<file path="src/rtl/minmax_scanner.sv">
// Scans NUM_SAMPLES unsigned 4-bit samples and reports the max, the min and the
// first index of each. Define MINMAX_TIE_COUNT_EN to add max_cnt (samples equal to max).
module minmax_scanner #(
    parameter int NUM_SAMPLES = 8
) (
    input  logic       clk,
    input  logic       rst_n,
    input  logic       start,
    input  logic       abort,
    input  logic [3:0] in_data,
    input  logic       in_valid,
    output logic       in_ready,
    output logic       busy,
    output logic       done,
    output logic [3:0] max_val,
    output logic [3:0] min_val,
    output logic [3:0] max_idx,
    output logic [3:0] min_idx
`ifdef MINMAX_TIE_COUNT_EN
    ,
    output logic [3:0] max_cnt
`endif
);

    typedef enum logic [1:0] {
        IDLE = 2'd0,
        SCAN = 2'd1,
        DONE = 2'd2
    } state_e;

    localparam logic [3:0] LAST_IDX = 4'(NUM_SAMPLES - 1);

    state_e     state_q,       state_d;
    logic [3:0] cnt_q,         cnt_d;
    logic [3:0] run_max_q,     run_max_d;
    logic [3:0] run_min_q,     run_min_d;
    logic [3:0] run_max_idx_q, run_max_idx_d;
    logic [3:0] run_min_idx_q, run_min_idx_d;
    logic [3:0] max_val_q,     max_val_d;
    logic [3:0] min_val_q,     min_val_d;
    logic [3:0] max_idx_q,     max_idx_d;
    logic [3:0] min_idx_q,     min_idx_d;
`ifdef MINMAX_TIE_COUNT_EN
    logic [3:0] run_tie_q,     run_tie_d;
    logic [3:0] max_cnt_q,     max_cnt_d;
`endif

    // NOTE: every variable gets its hold value first so no path through the
    // case can leave one unassigned and infer a latch.
    always_comb begin
        state_d       = state_q;
        cnt_d         = cnt_q;
        run_max_d     = run_max_q;
        run_min_d     = run_min_q;
        run_max_idx_d = run_max_idx_q;
        run_min_idx_d = run_min_idx_q;
        max_val_d     = max_val_q;
        min_val_d     = min_val_q;
        max_idx_d     = max_idx_q;
        min_idx_d     = min_idx_q;
`ifdef MINMAX_TIE_COUNT_EN
        run_tie_d     = run_tie_q;
        max_cnt_d     = max_cnt_q;
`endif

        unique case (state_q)
            IDLE: begin
                if (start && !abort) begin
                    state_d = SCAN;
                    cnt_d   = '0;
                end
            end

            SCAN: begin
                // abort wins over a sample presented in the same cycle
                if (abort) begin
                    state_d = IDLE;
                end else if (in_valid) begin
                    if (cnt_q == '0) begin
                        run_max_d     = in_data;
                        run_min_d     = in_data;
                        run_max_idx_d = '0;
                        run_min_idx_d = '0;
`ifdef MINMAX_TIE_COUNT_EN
                        run_tie_d     = 4'd1;
`endif
                    end else begin
                        if (in_data > run_max_q) begin
                            run_max_d     = in_data;
                            run_max_idx_d = cnt_q;
`ifdef MINMAX_TIE_COUNT_EN
                            run_tie_d     = 4'd1;
                        end else if (in_data == run_max_q) begin
                            // a 16-sample all-equal scan saturates at 15
                            if (run_tie_q != 4'hF) run_tie_d = run_tie_q + 4'd1;
`endif
                        end
                        if (in_data < run_min_q) begin
                            run_min_d     = in_data;
                            run_min_idx_d = cnt_q;
                        end
                    end

                    if (cnt_q == LAST_IDX) begin
                        state_d   = DONE;
                        max_val_d = run_max_d;
                        min_val_d = run_min_d;
                        max_idx_d = run_max_idx_d;
                        min_idx_d = run_min_idx_d;
`ifdef MINMAX_TIE_COUNT_EN
                        max_cnt_d = run_tie_d;
`endif
                    end else begin
                        cnt_d = cnt_q + 4'd1;
                    end
                end
            end

            DONE: state_d = IDLE;

            default: state_d = IDLE;
        endcase
    end

    // NOTE: state uses non-blocking assignments so every register samples the
    // pre-edge values; the running and result registers are reset too because
    // the outputs must read 0 after reset.
    always_ff @(posedge clk) begin
        if (!rst_n) begin
            state_q       <= IDLE;
            cnt_q         <= '0;
            run_max_q     <= '0;
            run_min_q     <= '0;
            run_max_idx_q <= '0;
            run_min_idx_q <= '0;
            max_val_q     <= '0;
            min_val_q     <= '0;
            max_idx_q     <= '0;
            min_idx_q     <= '0;
`ifdef MINMAX_TIE_COUNT_EN
            run_tie_q     <= '0;
            max_cnt_q     <= '0;
`endif
        end else begin
            state_q       <= state_d;
            cnt_q         <= cnt_d;
            run_max_q     <= run_max_d;
            run_min_q     <= run_min_d;
            run_max_idx_q <= run_max_idx_d;
            run_min_idx_q <= run_min_idx_d;
            max_val_q     <= max_val_d;
            min_val_q     <= min_val_d;
            max_idx_q     <= max_idx_d;
            min_idx_q     <= min_idx_d;
`ifdef MINMAX_TIE_COUNT_EN
            run_tie_q     <= run_tie_d;
            max_cnt_q     <= max_cnt_d;
`endif
        end
    end

    assign in_ready = (state_q == SCAN);
    assign busy     = (state_q != IDLE);
    assign done     = (state_q == DONE);
    assign max_val  = max_val_q;
    assign min_val  = min_val_q;
    assign max_idx  = max_idx_q;
    assign min_idx  = min_idx_q;
`ifdef MINMAX_TIE_COUNT_EN
    assign max_cnt  = max_cnt_q;
`endif

endmodule

</file>
<file path="config.mk">
export PLATFORM = sky130hd
export DESIGN_NAME = minmax_scanner
export DESIGN_NICKNAME = d
export VERILOG_FILES = /design/src/rtl/minmax_scanner.sv
export SDC_FILE = /design/constraint.sdc
export NUM_CORES = 1
export LEC_CHECK = 0
export ABC_AREA = 1
export CORE_ASPECT_RATIO = 0.75
export CORE_MARGIN = 8
export CORE_UTILIZATION = 54
export CTS_BUF_LIST = sky130_fd_sc_hd__clkbuf_16
export CTS_CLUSTER_DIAMETER = 150
export DETAILED_ROUTE_END_ITERATION = 10
export PLACE_DENSITY = 0.9
export SLEW_MARGIN = 30
export SYNTH_ARGS = -nofsm -noshare
export SYNTH_HDL_FRONTEND = slang
export SYNTH_SLANG_ARGS = --single-unit
</file>
<file path="constraint.sdc">
create_clock -name clk -period 1.8 [get_ports clk]
set_clock_uncertainty 0.05 [all_clocks]
set_input_delay 0.45 -clock clk [delete_from_list [all_inputs] [get_ports clk]]
set_output_delay 0.45 -clock clk [all_outputs]
set_load 0.01 [all_outputs]
</file>
-- Yosys cells after proc, flatten, opt, wreduce, memory -nomap -nowiden
Index checks and enable logic that the tools add are counted.
W data, S select, Z words.
- add/sub/neg operators: 1
- bitwise logic cells: 1
- mux-type cells: 18
- eq/ne operators: 9
- reductions and logical operators: 10
- magnitude comparators: 2
- operator list (cell ; count):
    $mux W4 ; 12
    $mux W2 ; 4
    $ne A2 B2 Y1 const B ; 4
    $pmux W4 S2 ; 1
    $reduce_and A3 Y1 ; 2
    $reduce_and A5 Y1 ; 1
    $add A4 B1 Y4 const B ; 1
    $eq A4 B3 Y1 const B ; 1
    $gt A4 B4 Y1 ; 1
    $logic_not A4 Y1 ; 1
    $lt A4 B4 Y1 ; 1
    $pmux W2 S2 ; 1
    $reduce_and A4 Y1 ; 1
    $reduce_bool A2 Y1 ; 2
    $ne A3 B2 Y1 const B ; 1
    $ne A3 B3 Y1 const B ; 1
    $eq A2 B1 Y1 const B ; 1
    $eq A2 B2 Y1 const B ; 1
    $logic_not A2 Y1 ; 1
    $logic_and A1 B1 Y1 ; 1
    $logic_not A1 Y1 ; 1
    $not A1 Y1 ; 1
- flip-flop bits (word level): 38
- output and inout port bits: 19
- bits of input ports: 9
- logic and storage cells: 51

-- Longest topological paths before layout
Gate-level depths: netlist (run 1).
- depth in word-level cells: 5
- gate-level depth with buffers: 13
- depth with buffers taken out: 13

-- Worst setup path after synthesis (run 1)
Ideal clock, no wire load.
- path kind: input-to-reg
- from: input port in_data[3]
- to: register max_val_q[3] (netlist: max_val[3])
- path buffers: 0
- data arrival time: 1450 ps
- cell stages on the path: 9
- path slack: 191 ps
- library setup time: 109 ps
- cell sequence: ha_1 > a21oi_1 > nand2_1 > nand2_2 > nand2_1 > nand2_1 > nand3_1 > nand2_1 > inv_1
- word-level cells in the longest chain between the ends: 3
- ends and longest elaborated chain (item ; RTL line ; text):
    start, declared ; 10 ; input logic [3:0] in_data,
    $gt A4 B4 Y1 ; 88 ; if (in_data > run_max_q) begin
    $mux W4 ; 88 ;
    $mux W4 (*) ; 79 ; if (cnt_q == '0) begin
    end signal, assigned ; 151 ; max_val_q <= max_val_d;
    end, declared ; 39 ; logic [3:0] max_val_q, max_val_d;
Mark *: on every way between the ends. The rest lies on a longest branch, timed or not.
A chain may end at the register's enable or synchronous reset.

-- Final worst setup path (run 1)
- from: input port in_data[3]
- to: register max_idx_q[2] (netlist: max_idx[2])
- word-level cells in the longest chain between the ends: 3
- ends and longest elaborated chain (item ; RTL line ; text):
    $gt A4 B4 Y1 ; 88 ;
    $mux W4 ; 88 ;
    $mux W4 ; 79 ;
    end signal, assigned ; 153 ; max_idx_q <= max_idx_d;
    end, declared ; 41 ; logic [3:0] max_idx_q, max_idx_d;
No other way between the ends.

==> results of run 1 <==
## cells in the mapped netlist
master / count / area (um^2)
buf_4: 1 / 7.51
ha_1: 9 / 113
dfxtp_1: 38 / 761
buf_2: 1 / 5.00
nand3_2: 1 / 10.0
o21ai_0: 14 / 70.1
a21oi_2: 5 / 43.8
nand2_4: 1 / 11.3
nand2_1: 51 / 191
nor3_2: 1 / 10.0
a31oi_1: 1 / 6.26
a21oi_1: 24 / 120
clkbuf_1: 3 / 11.3
nand3_1: 41 / 205
nor2_8: 1 / 20.0
nor3_1: 2 / 10.0
buf_8: 1 / 15.0
clkinv_1: 1 / 3.75
mux2i_1: 1 / 10.0
buf_6: 3 / 33.8
nor2_1: 23 / 86.3
nor4_1: 1 / 6.26
nand2_2: 4 / 25.0
o21ai_1: 7 / 35.0
nor2_4: 1 / 11.3
inv_1: 44 / 165
inv_2: 4 / 15.0
## where the power goes
part           switching [uW]  internal (uW)  leakage, uW
Combinational             158            109     0.000855
Sequential               8.36            854     0.000307
Clock                     357            796    0.0000940
Total                     523           1760      0.00126
## layer usage
metal	wire (um)	global-route usage, %	part of all wire, %	vias to the layer above
met1	2250	20.1	42	936
li1	-	-	-	999
met2	2590	33.1	49	70
met3	310	4.73	5.8	19
met5	0	0	0	-
met4	150	9.83	2.8	0
## flip-flops by register name, summed over array words and instances, names as in the netlist
| signal | flops |
|---|---|
| max_idx | 4 |
| min_idx | 4 |
| state_q | 2 |
| cnt_q | 4 |
| min_val | 4 |
| run_min_q | 4 |
| max_val | 4 |
| run_max_q | 4 |
| run_max_idx_q | 4 |
| run_min_idx_q | 4 |
## worst max-delay path: stages
cell           delay (ps)
dlygate4sd2_1         280
ha_1                  310
nand2_1                80
inv_1                  60
nand2_1                80
nand2_1                70
buf_4                 130
buf_4                 140
nand3_1                80
nand3_1               130
a21oi_1               160
## logic make-up after synthesis
family          synth area share, %
buf+inv                        12.8
flops                          38.0
fa+ha+maj                      5.63
mux                           0.500
simple gates                   29.3
compound gates                 13.8
## through the flow
stage                     hold slack [ps]  cell area [um^2]  setup TNS [ps]
after floorplan                       411              2000               0
after global placement                426              2440          -10160
after global routing                  460              2690            -633
final                                 446              2690           -11.9
after CTS                             446              2660               0
after detailed placement              439              2440          -12380
## cell type report
type,count,area share (%)
inverter,49,6.84
timing repair buffer,48,17.2
clock inverter,3,2.56
multi-input combinational,188,38.1
sequential,38,28.3
clock buffer,5,4.65
tap,52,2.42
## cells in the final DEF, fill, tap and decap left out, types with 2 or more instances in the layout
master,instances
inv_1,44
dlygate4sd2_1,6
nand3_1,40
dfxtp_1,38
nor3_1,2
nor2_1,23
a21oi_1,23
nand2_1,49
bufinv_16,2
buf_12,3
nand2_2,5
nand2_4,2
a21oi_2,5
clkbuf_16,5
buf_4,17
inv_2,4
o21ai_1,7
nand3_2,2
clkdlybuf4s50_1,20
ha_1,8
o21ai_0,14
## repair_timing
action                                 CTS  global route
setup endpoints to repair               35            12
pin swaps                                3             2
gates resized for setup                 10             6
endpoints found under the hold margin    0             0
buffers inserted                         2             0
## how the worst min path moves through the flow
stage          startpoint       end  slack [ps]
5_1_grt          cnt_q[1]  cnt_q[1]         460
2_1_floorplan    cnt_q[1]  cnt_q[1]         410
3_3_place_gp     cnt_q[1]  cnt_q[1]         430
4_1_cts          cnt_q[1]  cnt_q[1]         450
6_report         cnt_q[1]  cnt_q[1]         450
3_5_place_dp     cnt_q[1]  cnt_q[1]         440
==> summary.txt, run 1 <==
CTS
  • Sink Count: 38
  • Worst-Skew Late Latency: 280 ps
  • Max clock buf depth: 2
  • CTS hold repair buffers: 0
  • CTS H-tree lvls: 2
  • Num CTS Buffers: 5
  • Clock-pin slew on the worst setup and hold paths: 60 ps
  • TritonCTS clock tree: yes
  • Root buf cell: clkbuf_16

STA
  • Worst relative slew slack: 77.8%
  • Fin crit share: 100%
  • Slew @ Worst Pin: 331 ps
  • PnR worst setup slack: -6.83 ps
  • Final Hold Vio Count: 0
  • RSZ-0062 raised after global routing: yes
  • Setup Viol. Count Final: 2
  • Final min period: 1810 ps
  • Final number of max-transition violations: 0
  • Fmax achieved: 553 MHz

Route
  • Via-per-instance ratio: 5.28
  • DRT antenna net count: 0
  • DRC errors left: 0
  • Total Routed Length: 5.30 mm
  • Vias: 2024
  • DRT iter0 DRCs: 191
  • 1st-pass router iterations: 4
  • Routed len/inst: 13.8 um

Finish
  • Core Util, Final: 74.4%
  • Share of layout cells above drive strength 1: 15.7%
  • N_diodes: 0
  • Filler cell count: 260
  • # nets final: 348
  • Reg area: 761 um^2
  • Area of the multi-input gates: 1020 um^2
  • Non-Filler Instances: 383
  • Area Overhead vs Synth: 34.3%

Synthesis
  • FF+latch count, synth: 38
  • Mapped Cells: 284
  • Seq/Total Area, Yosys: 38.0%
  • Synth warn: 0
  • Syn Area/Cell: 7.05 um^2
  • Synth unique cells: 27
  • Syn Std Cell Area: 2000 um^2
  • Syn nets: 302

Critical path
  • Crit path required time: 1970 ps
  • Crit path kind: in2reg
  • CP endpoint kind: register
  • Worst setup startpoint: in_data[3]
  • Critical path endpoint: max_idx[2]
  • Crit start category: primary input
  • R2R Path End: max_idx[2]
  • Reg2reg start: run_max_q[3]
  • Max Fanout on Critical Path: 4
  • Critical path arrival: 1970 ps
  • Cells on worst reg2reg path: 11
  • R2r setup slk: 20 ps

Global routing
  • Largest net degree at the start of global routing: 28
  • Global Route Usage Sum: 18.4%
  • First-pass GRT wire length: 8.60 mm
  • Number of global-route vias before repair: 1966
  • Initial antenna violation count: 0
  • Gr ovfl total: 0

Die
  • Die width: 86.3 um
  • # rows: 19
  • Die ar.: 5930 um^2
  • Boundary Pins: 28
  • Starting Density: 55.4%
  • Die Height: 68.7 um
  • Core Box Area: 3610 um^2

Place
  • GPL Wtd Cong: 0.863
  • Inst Count DP: 373
  • Port bufs: 27
  • DP HPWL: 3.44 mm
  • Post-place setup slack: -424 ps

Pwr
  • Total power: 2280 uW
  • VDD IR max: 856 uV
  • Power per cell area: 849 nW/um^2
  • P_leak: 0.00126 uW

Status
  • Failing checks: setup timing
  • Status: finished, violations left

Hold path
  • Worst hold path type: reg2reg
  • Hold depth: 2

Flow run
  • Maxcap violations: 0
(Power assumes the default switching activity.)
==> run 2, diff against run 1 <==
--- a/config.mk
+++ b/config.mk
@@ -6,7 +6,7 @@
 export NUM_CORES = 1
 export LEC_CHECK = 0
 export ABC_AREA = 1
-export CORE_ASPECT_RATIO = 0.75
+export CAP_MARGIN = 40
 export CORE_MARGIN = 8
 export CORE_UTILIZATION = 54
 export CTS_BUF_LIST = sky130_fd_sc_hd__clkbuf_16
==> summary.txt, run 2 (synthesis results as in run 1) <==
Finish
  • Non-Filler Instances: 381
  • # nets final: 350
  • Final instance area: 2730 um^2
  • N_diodes: 0
  • Share of layout cells above drive strength 1: 18.9%
  • Core Util, Final: 75.8%
  • Filler cell count: 257
  • Area Overhead vs Synth: 36.6%
  • Most common cell after layout, fill and taps aside: nand2_1
  • Most frequent cells in the layout: nand2_1, inv_1, dfxtp_1

Die
  • Die width: 76.9 um
  • # rows: 22
  • Boundary Pins: 28
  • Core Box Area: 3610 um^2
  • Die ar.: 5910 um^2
  • Starting Density: 55.5%
  • Die Height: 76.9 um

Global routing
  • Global Route Usage Sum: 17.8%
  • Largest net degree at the start of global routing: 28
  • First-pass GRT wire length: 8.68 mm
  • Number of global-route vias before repair: 1971
  • Initial antenna violation count: 0
  • Gr ovfl total: 0

Route
  • DRT iter0 DRCs: 231
  • DRC errors left: 0
  • Total Routed Length: 5.56 mm
  • Metal3 WL: 325 um
  • Via-per-instance ratio: 5.50
  • Routed len/inst: 14.6 um
  • DR top layer: met4
  • Metal2 WL: 2.86 mm
  • 1st-pass router iterations: 5
  • DRT antenna net count: 0
  • Vias: 2094
  • Metal-1 WL: 2.18 mm

STA
  • Fmax achieved: 547 MHz
  • Fin crit share: 102%
  • Setup Viol. Count Final: 1
  • Final Hold Vio Count: 0
  • Final number of max-transition violations: 0
  • Final min period: 1830 ps
  • Setup TNS: -28.9 ps
  • Worst relative slew slack: 75.5%
  • PnR worst setup slack: -28.9 ps
  • Slew @ Worst Pin: 367 ps

Status
  • Status: finished, violations left
  • Failing checks: setup timing

Critical path
  • CP endpoint kind: register
  • Crit path required time: 1960 ps
  • Critical path arrival: 1990 ps
  • Crit start category: primary input
  • Max Fanout on Critical Path: 4
  • Crit path kind: in2reg

CTS
  • Max clock buf depth: 2
  • Clock-pin slew on the worst setup and hold paths: 60 ps
  • TritonCTS clock tree: yes
  • CTS hold repair buffers: 0
  • Num CTS Buffers: 5
  • Root buf cell: clkbuf_16
  • Sink Count: 38
  • Worst-Skew Late Latency: 280 ps
  • CTS H-tree lvls: 2

Pwr
  • P_leak: 0.00127 uW
  • VDD IR max: 535 uV
  • Power per cell area: 783 nW/um^2

Place
  • DP Area: 2450 um^2
  • Inst Count DP: 369
  • DP HPWL: 3.45 mm
  • Port bufs: 27
  • GPL Wtd Cong: 0.862
  • Post-place setup slack: -456 ps

Hold path
  • Worst hold path type: reg2reg

Flow run
  • Maxcap violations: 0
[run 2: cell count changes in the layout (fill, tap and decap cells not counted), sizes merged]
cell          previous run  this run
bufinv                   2         1
buf                     21        23
dlygate4sd2              6         5
clkinv                   2         3
dlymetal6s2s             0         1
[run 2: final timing paths]
path                 from                to  slack (ps)  cells past startpoint
max reg2reg  run_min_q[2]  run_min_idx_q[3]          60                     10
min            min_idx[0]        min_idx[0]         470                      2
max            in_data[3]      run_min_q[3]         -30                      8
min reg2reg    min_idx[0]        min_idx[0]         470                      2
[run 2: critical path, cell delays in order]
cell	delay (ps)
clkdlybuf4s15_1	310
ha_4	320
a21oi_4	230
nand2_1	120
o21ai_0	120
mux2i_1	140
buf_4	180
a21oi_1	130
[run 2: layout make-up]
class                      count  area, um^2  share of cell area, %
multi-input combinational    188        1070                   39.3
sequential                    38         762                   27.9
timing repair buffer          50         489                   17.9
inverter                      49         184                   6.73
clock buffer                   5         125                   4.58
tap                           48        60.1                   2.20
clock inverter                 3        40.0                   1.46
[run 2: repair_timing]
item	CTS	global route
gates resized for setup	12	12
pin swaps	2	5
setup endpoints to repair	35	27
setup buffers	1	3
[run 2: power breakdown]
group | total, uW | switching, uW | internal, uW
Sequential | 864 | 9.14 | 854
Combinational | 287 | 166 | 121
Clock | 990 | 342 | 648
[run 2: per-stage QoR]
stage	power, uW	hold slack, ps
global route	2190	493
detailed placement	1120	432
finish	2140	466
global placement	1110	425
floorplan	1020	411
CTS	2120	470
[run 2: layer usage]
layer  track usage [%]  up-vias
met5                 0        -
met2              30.4       87
met1              18.9      977
li1                  -     1009
met4              11.7        0
met3              4.55       21
==> run 3, diff against run 2 <==
--- a/config.mk
+++ b/config.mk
@@ -6,8 +6,6 @@
 export NUM_CORES = 1
 export LEC_CHECK = 0
 export ABC_AREA = 1
-export CAP_MARGIN = 40
-export CORE_MARGIN = 8
 export CORE_UTILIZATION = 54
 export CTS_BUF_LIST = sky130_fd_sc_hd__clkbuf_16
 export CTS_CLUSTER_DIAMETER = 150
==> summary.txt, run 3 (synthesis results as in run 1) <==
Place
  • GPL Wtd Cong: 0.875
  • DP Area: 2440 um^2
  • DP HPWL: 3.33 mm
  • Port bufs: 27

Global routing
  • Most Used Layer, Global Route: met2
  • Global Route Usage Sum: 26.6%
  • Met2 Track Usage GR: 45.4%
  • First-pass GRT wire length: 8.14 mm
  • Gr ovfl total: 0
  • Grt met1 use: 29.4%
  • Number of global-route vias before repair: 1918
  • Met3 usage: 8.58%
  • Initial antenna violation count: 0
  • Largest net degree at the start of global routing: 28

Route
  • DRT antenna net count: 0
  • Vias: 2028
  • Via-per-instance ratio: 5.38
  • 1st-pass router iterations: 4
  • DRT iter0 DRCs: 162
  • DRC errors left: 0
  • Routed len/inst: 13.2 um
  • Total Routed Length: 4.97 mm

Die
  • Die Height: 62.9 um
  • Boundary Pins: 28
  • Core Box Area: 3440 um^2
  • Die width: 62.9 um
  • Die ar.: 3950 um^2
  • # rows: 21
  • Starting Density: 58.2%

Critical path
  • Slowest cell on the critical path: dlygate4sd2_1
  • Critical path arrival: 1930 ps
  • Crit start category: primary input
  • Most used cell, CP: nand2_1
  • Max Fanout on Critical Path: 6
  • CP endpoint kind: register
  • Crit path required time: 1980 ps
  • Crit path kind: in2reg
  • Critical path's largest stage delay: 300 ps
  • Cells along the critical path: dlygate4sd2_1, ha_4, nand2_1, nand2_1, nand2_1, nand2_2, nand2_4, buf_4, nand2_1, nand3_2, a21oi_2

CTS
  • CTS H-tree lvls: 2
  • Clock-pin slew on the worst setup and hold paths: 60 ps
  • TritonCTS clock tree: yes
  • CTS hold repair buffers: 0
  • Root buf cell: clkbuf_16
  • Num CTS Buffers: 5
  • Sink Count: 38
  • Worst-Skew Late Latency: 290 ps
  • Max clock buf depth: 2

Finish
  • Core Util, Final: 76.7%
  • Most frequent cells in the layout: nand2_1, inv_1, nand3_1
  • # nets final: 348
  • N_diodes: 0
  • Final instance area: 2640 um^2
  • Area Overhead vs Synth: 31.9%
  • Most common cell after layout, fill and taps aside: nand2_1
  • Filler cell count: 243
  • Share of layout cells above drive strength 1: 17.2%

Status
  • Status: finished clean

Pwr
  • Power per cell area: 750 nW/um^2
  • Total power: 1980 uW
  • P_leak: 0.00124 uW
  • VDD IR max: 642 uV

STA
  • WHS: 433 ps
  • Final min period: 1750 ps
  • Final number of max-transition violations: 0
  • Slew @ Worst Pin: 312 ps
  • Setup Viol. Count Final: 0
  • Worst relative slew slack: 79.1%
  • Final Hold Vio Count: 0
  • Fmax achieved: 571 MHz
  • Fin crit share: 97.4%

Flow run
  • Maxcap violations: 0

Hold path
  • Worst hold path type: reg2reg
[run 3: cell count changes in the layout (fill, tap and decap cells not counted), sizes merged]
cell | previous run | this run
clkdlybuf4s15 | 1 | 0
buf | 23 | 21
bufinv | 1 | 0
clkinvlp | 0 | 1
dlygate4sd2 | 5 | 6
[run 3: repair_timing]
item / in CTS / in global routing
buffers inserted: 1 / 0
setup endpoints to repair: 25 / 11
gates resized for setup: 13 / 6
pin swaps: 2 / 1
[run 3: metrics by stage]
stage | setup TNS (ps) | std cells | setup slack, ps
after detailed placement | -10690 | 368 | -403
after CTS | 0 | 377 | 1.52
after floorplan | 0 | 284 | 191
after global placement | -9180 | 368 | -363
after global routing | -25.6 | 377 | -19.0
final | 0 | 377 | 47.7
[run 3: area by class of cell]
class	instances	area, um^2	area share, %
multi-input combinational	188	1040	39.2
timing repair buffer	48	460	17.4
tap	46	57.6	2.18
sequential	38	762	28.8
clock inverter	3	16.3	0.616
clock buffer	5	125	4.74
inverter	49	184	6.96
[run 3: path summary, 6_finish.rpt]
| check | slack (ps) | cells after the start | end | start |
|---|---|---|---|---|
| worst max-delay path | 50 | 11 | run_max_idx_q[0] | in_data[1] |
| worst max register to register | 80 | 11 | run_max_idx_q[0] | run_max_q[3] |
| worst min-delay path | 430 | 2 | cnt_q[1] | cnt_q[1] |
| worst min register to register | 430 | 2 | cnt_q[1] | cnt_q[1] |
[run 3: routing by layer]
metal,share of wire [%],vias up
met4,4.5,0
li1,-,1001
met2,48,91
met3,6.5,22
met1,41,914
met5,0,-
[run 3: critical path, delay by kind of cell]
kind	cells	cell delay [ps]
and+or+nand+nor	7	570
AOI/OAI and AO/OA	1	150
buffers and inverters	2	460
adders and majority gates	1	300
[run 3: power by group]
part           leakage [uW]  switching [uW]  total [uW]  internal, uW
Combinational      0.000865             154         260           106
Sequential         0.000307            9.06         864           854
Clock             0.0000672             352         857           505
Total               0.00124             515        1980          1470
